`src/rtl/uart_tx_arbiter.sv`:
```
// uart_tx_arbiter: two-requester byte-stream arbiter in front of the UART.
// Message-granular grant, round-robin, released on delimiter/burst/idle.
module uart_tx_arbiter #(
  parameter logic [7:0]  DELIM        = 8'h0A,
  parameter bit          DELIM_EN     = 1'b1,
  parameter int unsigned MAX_BURST    = 64,
  parameter int unsigned IDLE_TIMEOUT = 1024
) (
  input  logic       clk_i,
  input  logic       rstn_i,
  input  logic [7:0] in0_data_i,
  input  logic       in0_valid_i,
  output logic       in0_ready_o,
  input  logic [7:0] in1_data_i,
  input  logic       in1_valid_i,
  output logic       in1_ready_o,
  output logic [7:0] out_data_o,
  output logic       out_valid_o,
  input  logic       out_ready_i,
  output logic [1:0] grant_o,
  output logic       timeout_o
);

  localparam logic [7:0]  BURST_LAST = 8'(MAX_BURST - 1);
  localparam logic [15:0] IDLE_LAST  = 16'(IDLE_TIMEOUT - 1);

  typedef enum logic {
    IDLE,
    LOCKED
  } state_t;

  state_t      state;
  state_t      state_nx;
  logic        owner;
  logic        owner_nx;
  logic        last_owner;
  logic        last_owner_nx;
  logic [7:0]  byte_cnt;
  logic [7:0]  byte_cnt_nx;
  logic [15:0] idle_cnt;
  logic [15:0] idle_cnt_nx;
  logic [7:0]  data_nx;
  logic        valid_nx;

  logic        own_valid;
  logic [7:0]  own_data;
  logic        take;
  logic        hs;
  logic        locked;

  assign locked    = (state == LOCKED);
  assign own_valid = owner ? in1_valid_i : in0_valid_i;
  assign own_data  = owner ? in1_data_i : in0_data_i;
  assign take      = locked & (~out_valid_o | out_ready_i);
  assign hs        = take & own_valid;

  assign in0_ready_o = take & ~owner;
  assign in1_ready_o = take & owner;
  assign grant_o     = locked ? (owner ? 2'b10 : 2'b01) : 2'b00;
  assign timeout_o   = locked & ~own_valid & (idle_cnt == IDLE_LAST);

  // next-state: arbitration, byte capture, release and idle counting
  always_comb begin
    state_nx      = state;
    owner_nx      = owner;
    last_owner_nx = last_owner;
    byte_cnt_nx   = byte_cnt;
    idle_cnt_nx   = idle_cnt;
    data_nx       = out_data_o;
    valid_nx      = out_valid_o;
    if (out_valid_o & out_ready_i) begin
      valid_nx = 1'b0;
    end
    unique case (state)
      IDLE: begin
        if (in0_valid_i | in1_valid_i) begin
          state_nx      = LOCKED;
          owner_nx      = (in0_valid_i & in1_valid_i)
                        ? ~last_owner : in1_valid_i;
          last_owner_nx = owner_nx;
          byte_cnt_nx   = 8'd0;
          idle_cnt_nx   = 16'd0;
        end
      end
      LOCKED: begin
        if (hs) begin
          data_nx     = own_data;
          valid_nx    = 1'b1;
          idle_cnt_nx = 16'd0;
          if (byte_cnt != 8'hFF) begin
            byte_cnt_nx = byte_cnt + 8'd1;
          end
          if ((DELIM_EN && (own_data == DELIM)) ||
              (byte_cnt >= BURST_LAST)) begin
            state_nx = IDLE;
          end
        end else if (~own_valid) begin
          if (timeout_o) begin
            state_nx = IDLE;
          end else if (idle_cnt != 16'hFFFF) begin
            idle_cnt_nx = idle_cnt + 16'd1;
          end
        end
      end
    endcase
  end

  // state, owner and counter registers
  always_ff @(posedge clk_i or negedge rstn_i) begin
    if (!rstn_i) begin
      state      <= IDLE;
      owner      <= 1'b0;
      last_owner <= 1'b1;
      byte_cnt   <= 8'd0;
      idle_cnt   <= 16'd0;
    end else begin
      state      <= state_nx;
      owner      <= owner_nx;
      last_owner <= last_owner_nx;
      byte_cnt   <= byte_cnt_nx;
      idle_cnt   <= idle_cnt_nx;
    end
  end

  // output byte register toward the UART
  always_ff @(posedge clk_i or negedge rstn_i) begin
    if (!rstn_i) begin
      out_data_o  <= 8'h00;
      out_valid_o <= 1'b0;
    end else begin
      out_data_o  <= data_nx;
      out_valid_o <= valid_nx;
    end
  end

endmodule

```
`config.mk`:
```
export PLATFORM = sky130hd
export DESIGN_NAME = uart_tx_arbiter
export DESIGN_NICKNAME = d
export VERILOG_FILES = /design/src/rtl/uart_tx_arbiter.sv
export SDC_FILE = /design/constraint.sdc
export NUM_CORES = 1
export LEC_CHECK = 0
export ABC_CLOCK_PERIOD_IN_PS = 2200
export CAP_MARGIN = 10
export CELL_PAD_IN_SITES_DETAIL_PLACEMENT = 2
export CELL_PAD_IN_SITES_GLOBAL_PLACEMENT = 2
export CORE_MARGIN = 3
export CORE_UTILIZATION = 28
export CTS_BUF_LIST = sky130_fd_sc_hd__clkbuf_16
export CTS_CLUSTER_SIZE = 10
export DETAILED_ROUTE_END_ITERATION = 8
export PLACE_DENSITY_LB_ADDON = 0.1
export RECOVER_POWER = 100
export SLEW_MARGIN = 20
export SYNTH_ARGS = -nofsm -noshare
export SYNTH_HDL_FRONTEND = slang
export SYNTH_SLANG_ARGS = --single-unit
```
`constraint.sdc`:
```
create_clock -name clk_i -period 2.2 [get_ports clk_i]
set_clock_uncertainty 0.15 [all_clocks]
set_input_delay 0.44 -clock clk_i [delete_from_list [all_inputs] [get_ports clk_i]]
set_output_delay 0.44 -clock clk_i [all_outputs]
set_load 0.02 [all_outputs]
```
==> flow_summary.ini <==
[layout]
area_delta_synth_final_pct = 49.8
layout_common_cells = buf_4, dfrtp_1, nand2_1, o21ai_0, clkdlybuf4s50_1
seqCellArea_um2 = 902
final_util_pct = 44.0
layout.cells.non_filler = 417
final_nets = 343
fill_cells = 797
antenna_cells = 0
final_common_cell = buf_4
layout-drive-gt1-share_pct = 23.7
multi_input_area_um2 = 1130

[clock_tree]
cts.sinks = 36
htreeDepth = 2
cts_tree = built
cts_max_path_buffers = 2
cts_root_buffer = clkbuf_16
clk_latency_ns = 0.28
clk_pin_slew_ns = 0.06
cts_buffers = 5

[drt]
vias = 2202
drt_iter0_drc = 49
wl_mm = 7.50
dr.pass1.iters = 4
wl_per_cell_um = 18.0
drc_errors = 0
vias_per_cell = 5.28
wl_met2_mm = 3.95
ant_nets = 0
wirelength_met1_mm = 3.26
top_layer_used = met4
met3_length_um = 215

[status]
status = finished clean

[sta]
final.setup.tns_ns = 0
max_slew.worst_pin.slew_ns = 0.982
fmax_mhz = 468
finalHoldViolations = 0
drv_slew = 0
finalWorstPathRequiredPeriod_ns = 2.14
setup_violations = 0
slew_headroom_pct = 34.6
min_period_over_period_pct = 97.2
fin_ws_ns = 0.0612
rsz0062_at_grt = no

[placement]
placed_cells = 403
gp_congestion = 0.791
hpwl_mm = 5.37
numPortBuffers = 34
place_ws_ns = -0.547

[min_path]
min_path_cells = 2
min_path_type = register to register

[global_routing]
gr-total-overflow = 0
grt_pass1_vias = 2440
antenna_found_initial = 0
track_usage_pct = 18.9
grt_max_degree = 22
grt_pass1_wl_mm = 12.6

[setup_path]
crit_type = register to output port
worstSetupStartpointType = register
crit_chain = buf_6, nor2_1, clkdlybuf4s50_1
crit_arrival_ns = 1.55
slowest_delay_ns = 0.61
slowest_stage = clkdlybuf4s50_1
critPathMaxFanout = 15
crit_buf_inv = 2
endpoint_kind = output port
r2r_cells = 7
cp.required_ns = 1.61
crit_family = buffers and inverters
cp_num_cells = 3

[die]
core_area_um2 = 6940
die_area_um2 = 8340
die_h_um = 91.3
initial_core_util_pct = 29.4
ios = 35
rows = 30
die_w_um = 91.3

[synthesis]
syn_inst = 237
syn_area_um2 = 2040
seq_area_frac_synth_pct = 44.2
avgSynthCellArea_um2 = 8.61
synth-async-reset-ratio_pct = 100
synth_seq_cells = 36
synth_warnings = 0
ys.flop_type = dfrtp_1
syn-num-nets = 260
synth_edf_count = 0
synth_cell_type_count = 37

[run]
cap_violations = 0

[power_and_ir_drop]
power_density_nw_per_um2 = 1090
finalPower_w = 0.00333
ir_worst_vdd_mv = 0.403
cellLeakagePower_nw = 1.38
## cell families (layout without fill, tap and decap cells)
family | Yosys count | count (layout) | share of synthesized area (%)
and+or+nand+nor | 105 | 105 | 26.6
AOI/OAI and AO/OA | 65 | 65 | 19.6
DFF | 36 | 36 | 44.2
buffers and inverters | 20 | 104 | 3.93
muxes | 9 | 9 | 4.42
adders and majority gates | 2 | 2 | 1.23
## metal layers
| metal | GRT usage, % | up-vias |
|---|---|---|
| met5 | 0 | - |
| met1 | 24.2 | 1110 |
| met3 | 2.40 | 7 |
| met4 | 4.77 | 0 |
| li1 | - | 1053 |
| met2 | 33.6 | 32 |
## path summary, 6_finish.rpt
check	slack, ns	endpoint	from
setup reg to reg	0.10	byte_cnt[7]	byte_cnt[0]
setup / recovery	0.06	grant_o[0]	owner
min in group asynchronous	0.69	out_data_o[6]	rstn_i
hold / removal	0.32	out_data_o[7]	out_data_o[7]
max in group asynchronous	0.49	last_owner	rstn_i
hold reg to reg	0.32	out_data_o[7]	out_data_o[7]
## worst min-delay path: stages (launching register included)
cell and delay [ns]:
dfrtp_1 0.33, nand2_1 0.04, o21ai_0 0.06
## metrics by stage
| step | area [µm²] | hold WS, ns |
|---|---|---|
| after detailed placement | 2820 | 0.250 |
| after global routing | 3050 | 0.354 |
| final | 3050 | 0.320 |
| after CTS | 3030 | 0.333 |
| after floorplan | 2040 | -0.00559 |
| after global placement | 2820 | 0.247 |
## what timing repair did
item,in CTS,in global routing
buffers inserted,4,1
gates resized for setup,21,16
hold endpoints to repair,15,0
pin swaps,3,7
endpoints found under the setup margin,8,11
hold buffers,1,0
## flip-flops by register name (all words and copies together), names as in the netlist
signal       count
byte_cnt         8
idle_cnt        16
last_owner       1
locked           1
out_data_o       8
out_valid_o      1
owner            1
## cell type report
class | count | area share (%)
well taps | 96 | 3.93
clock inverters | 3 | 0.369
inverters | 8 | 0.983
repair buffers | 88 | 24.0
multi-input cells | 181 | 37.1
flip-flops and latches | 36 | 29.5
clock buffers | 5 | 4.10
## Yosys cell counts (all sizes together), types with 7 or more instances
master	count	share of area, %
o21ai	31	7.6
nand3	15	3.7
nor2	14	2.6
clkbuf	10	1.8
a31oi	9	2.8
and3	7	2.1
dfrtp	35	43
inv	8	1.5
nand4	8	2.5
nand2	32	5.9
mux2i	9	4.4
## power breakdown
part	switching, W	leakage, nW	internal [W]	total (W)
clock network	0.000278	0.0738	0.000408	0.000686
logic	0.000899	0.855	0.000765	0.00166
registers	0.000129	0.455	0.000857	0.000985
total	0.00131	1.38	0.00203	0.00333
(Power assumes the default switching activity.)
==> RTL edit, RTL diff (config.mk and constraints unchanged) <==
One comparison of `idle_cnt` changes from == to >=.
--- a/src/rtl/uart_tx_arbiter.sv
+++ b/src/rtl/uart_tx_arbiter.sv
@@ -57,7 +57,7 @@
   assign in0_ready_o = take & ~owner;
   assign in1_ready_o = take & owner;
   assign grant_o     = locked ? (owner ? 2'b10 : 2'b01) : 2'b00;
-  assign timeout_o   = locked & ~own_valid & (idle_cnt == IDLE_LAST);
+  assign timeout_o   = locked & ~own_valid & (idle_cnt >= IDLE_LAST);
 
   // next-state: arbitration, byte capture, release and idle counting
   always_comb begin
Formal check against the unedited RTL: same outputs for any inputs over 10 cycles, from zero or initial values and one cycle with rstn_i low; that may be too few to reach the edited logic, so the function may still have changed.
==> RTL edit against the unedited design <==
The flow now finishes with violations (negative setup slack). Sequential share of layout area increased by 2.0 points. Routed wire length decreased by 7.7%. Synthesized cell count decreased by 14%. Final area decreased by 6.4%. Worst hold slack improved by 0.0081 ns. Area after synthesis decreased by 4.3%. Die area decreased by 4.0%. Setup slack got worse by 0.066 ns. Maximum frequency decreased by 3.0%. Sequential cell count unchanged. Total power increased by 0.16%. Critical path type unchanged. Critical endpoint is now timeout_o.
==> RTL edit: results (changes against the unedited design) <==
outcome: "finished with violations"
violations: "negative setup slack"
setup_viol: 1  # +1
vias_per_cell: 5.27  # -0.14%
dp_hpwl_um: 5300  # -1.3%
ys_top_cells_by_count: "35 x dfrtp_1, 23 x nand2_1, 14 x o21ai_0, 13 x nand3_1, 10 x mux2i_1"
layout.nonclk_buf_share_pct: 22.4  # -1.6 points
std_cell_rows: 29  # -3.3%
wirelength_um: 6920  # -7.7%
place_congestion: 0.895  # +13%
r2r_start: "owner"
grt_pass1_wl_um: 11300  # -10%
cp_max_fo: 2  # -13
ys_top_cells_by_area: "dfrtp_1 45%, mux2i_1 5.1%, nand2_1 4.4%"
wl_met2_um: 3590  # -9.0%
grt_max_degree: 37  # +68%
seq_cell_count: 36  # unchanged
met1_length_um: 2970  # -9.1%
clkCellAreaFrac_pct: 4.64  # +0.17 points
multi_input_area_mm2: 0.00106  # -6.2%
yosysSeqAreaShare_pct: 46.2  # +2.0 points
dp_slack_ns: -0.508  # +0.0384 ns
synth_cells: 204  # -14%
layout_setup_ws_ns: -0.00516  # -0.0664 ns
syn_nets: 227  # -13%
min_from: "out_data_o[6]"
nNetsFinal: 300  # -13%
drive_gt1_share_pct: 20.9  # -2.7 points
crit_arrival_ns: 1.62  # +0.07 ns
final_cell_area_mm2: 0.00286  # -6.4%
inv_count: 1  # -7
grt_pass1_vias: 2253  # -7.7%
num-nonclk-buffers: 75  # -15%
drt_iter0_drc: 50  # +2.0%
vdd_drop_max_uv: 335  # -17%
multiInputCombCellCount: 158  # -13%
max_slew.worst_pin.slew_ns: 0.941  # -0.0409 ns
fillerInstances: 700  # -12%
crit_path_start: "idle_cnt[0]"
setup_tns_ns: -0.00516  # -0.00516 ns
-- RTL edit: logic make-up after synthesis --
kind of cell | share of synthesized area, %
buffers and inverters | 2.44
flip-flops | 46.2
multiplexers | 5.90
adder cells (fa/ha/maj) | 1.28
AND/OR/NAND/NOR | 24.4
AO/OA/AOI/OAI | 19.8
-- RTL edit: what timing repair did --
item,4_1_cts,5_1_grt
setup buffers,0,1
gates resized for setup,13,14
hold buffers,0,0
pin swaps,1,1
endpoints found under the setup margin,7,5
-- RTL edit: power breakdown --
group	leakage, µW	internal, µW	switching, µW
sequential	0.000466	865	165
combinational	0.000785	737	914
clock	0.0000648	405	254
total	0.00132	2010	1330
-- RTL edit: worst max-delay path, stage by stage, from the launching register on --
cell,delay [ns]
dfrtp_1,0.39
ha_4,0.17
nand3_4,0.08
or3_4,0.36
a31oi_4,0.19
buf_6,0.14
-- RTL edit: path summary, 6_finish.rpt --
check                      depth (start not counted)  slack, ns            end
hold / removal                                     2       0.33  out_data_o[6]
max in group asynchronous                          2       0.62    idle_cnt[2]
min in group asynchronous                          2       0.69  out_data_o[3]
setup / recovery                                   5     -0.005      timeout_o
setup reg to reg                                   5       0.11    idle_cnt[8]
hold reg to reg                                    2       0.33  out_data_o[6]
-- RTL edit: stage by stage --
stage	hold WS (ns)	power (µW)
floorplan	-0.00559	1860
global placement	0.314	2590
detailed placement	0.327	2720
CTS	0.340	3390
global route	0.374	3610
finish	0.329	3340
-- RTL edit: layer usage --
| metal | GRT usage (%) | vias up |
|---|---|---|
| met2 | 33.8 | 38 |
| met3 | 4.06 | 10 |
| met1 | 22.1 | 972 |
| met4 | 6.09 | 0 |
| met5 | 0 | - |
| li1 | - | 931 |
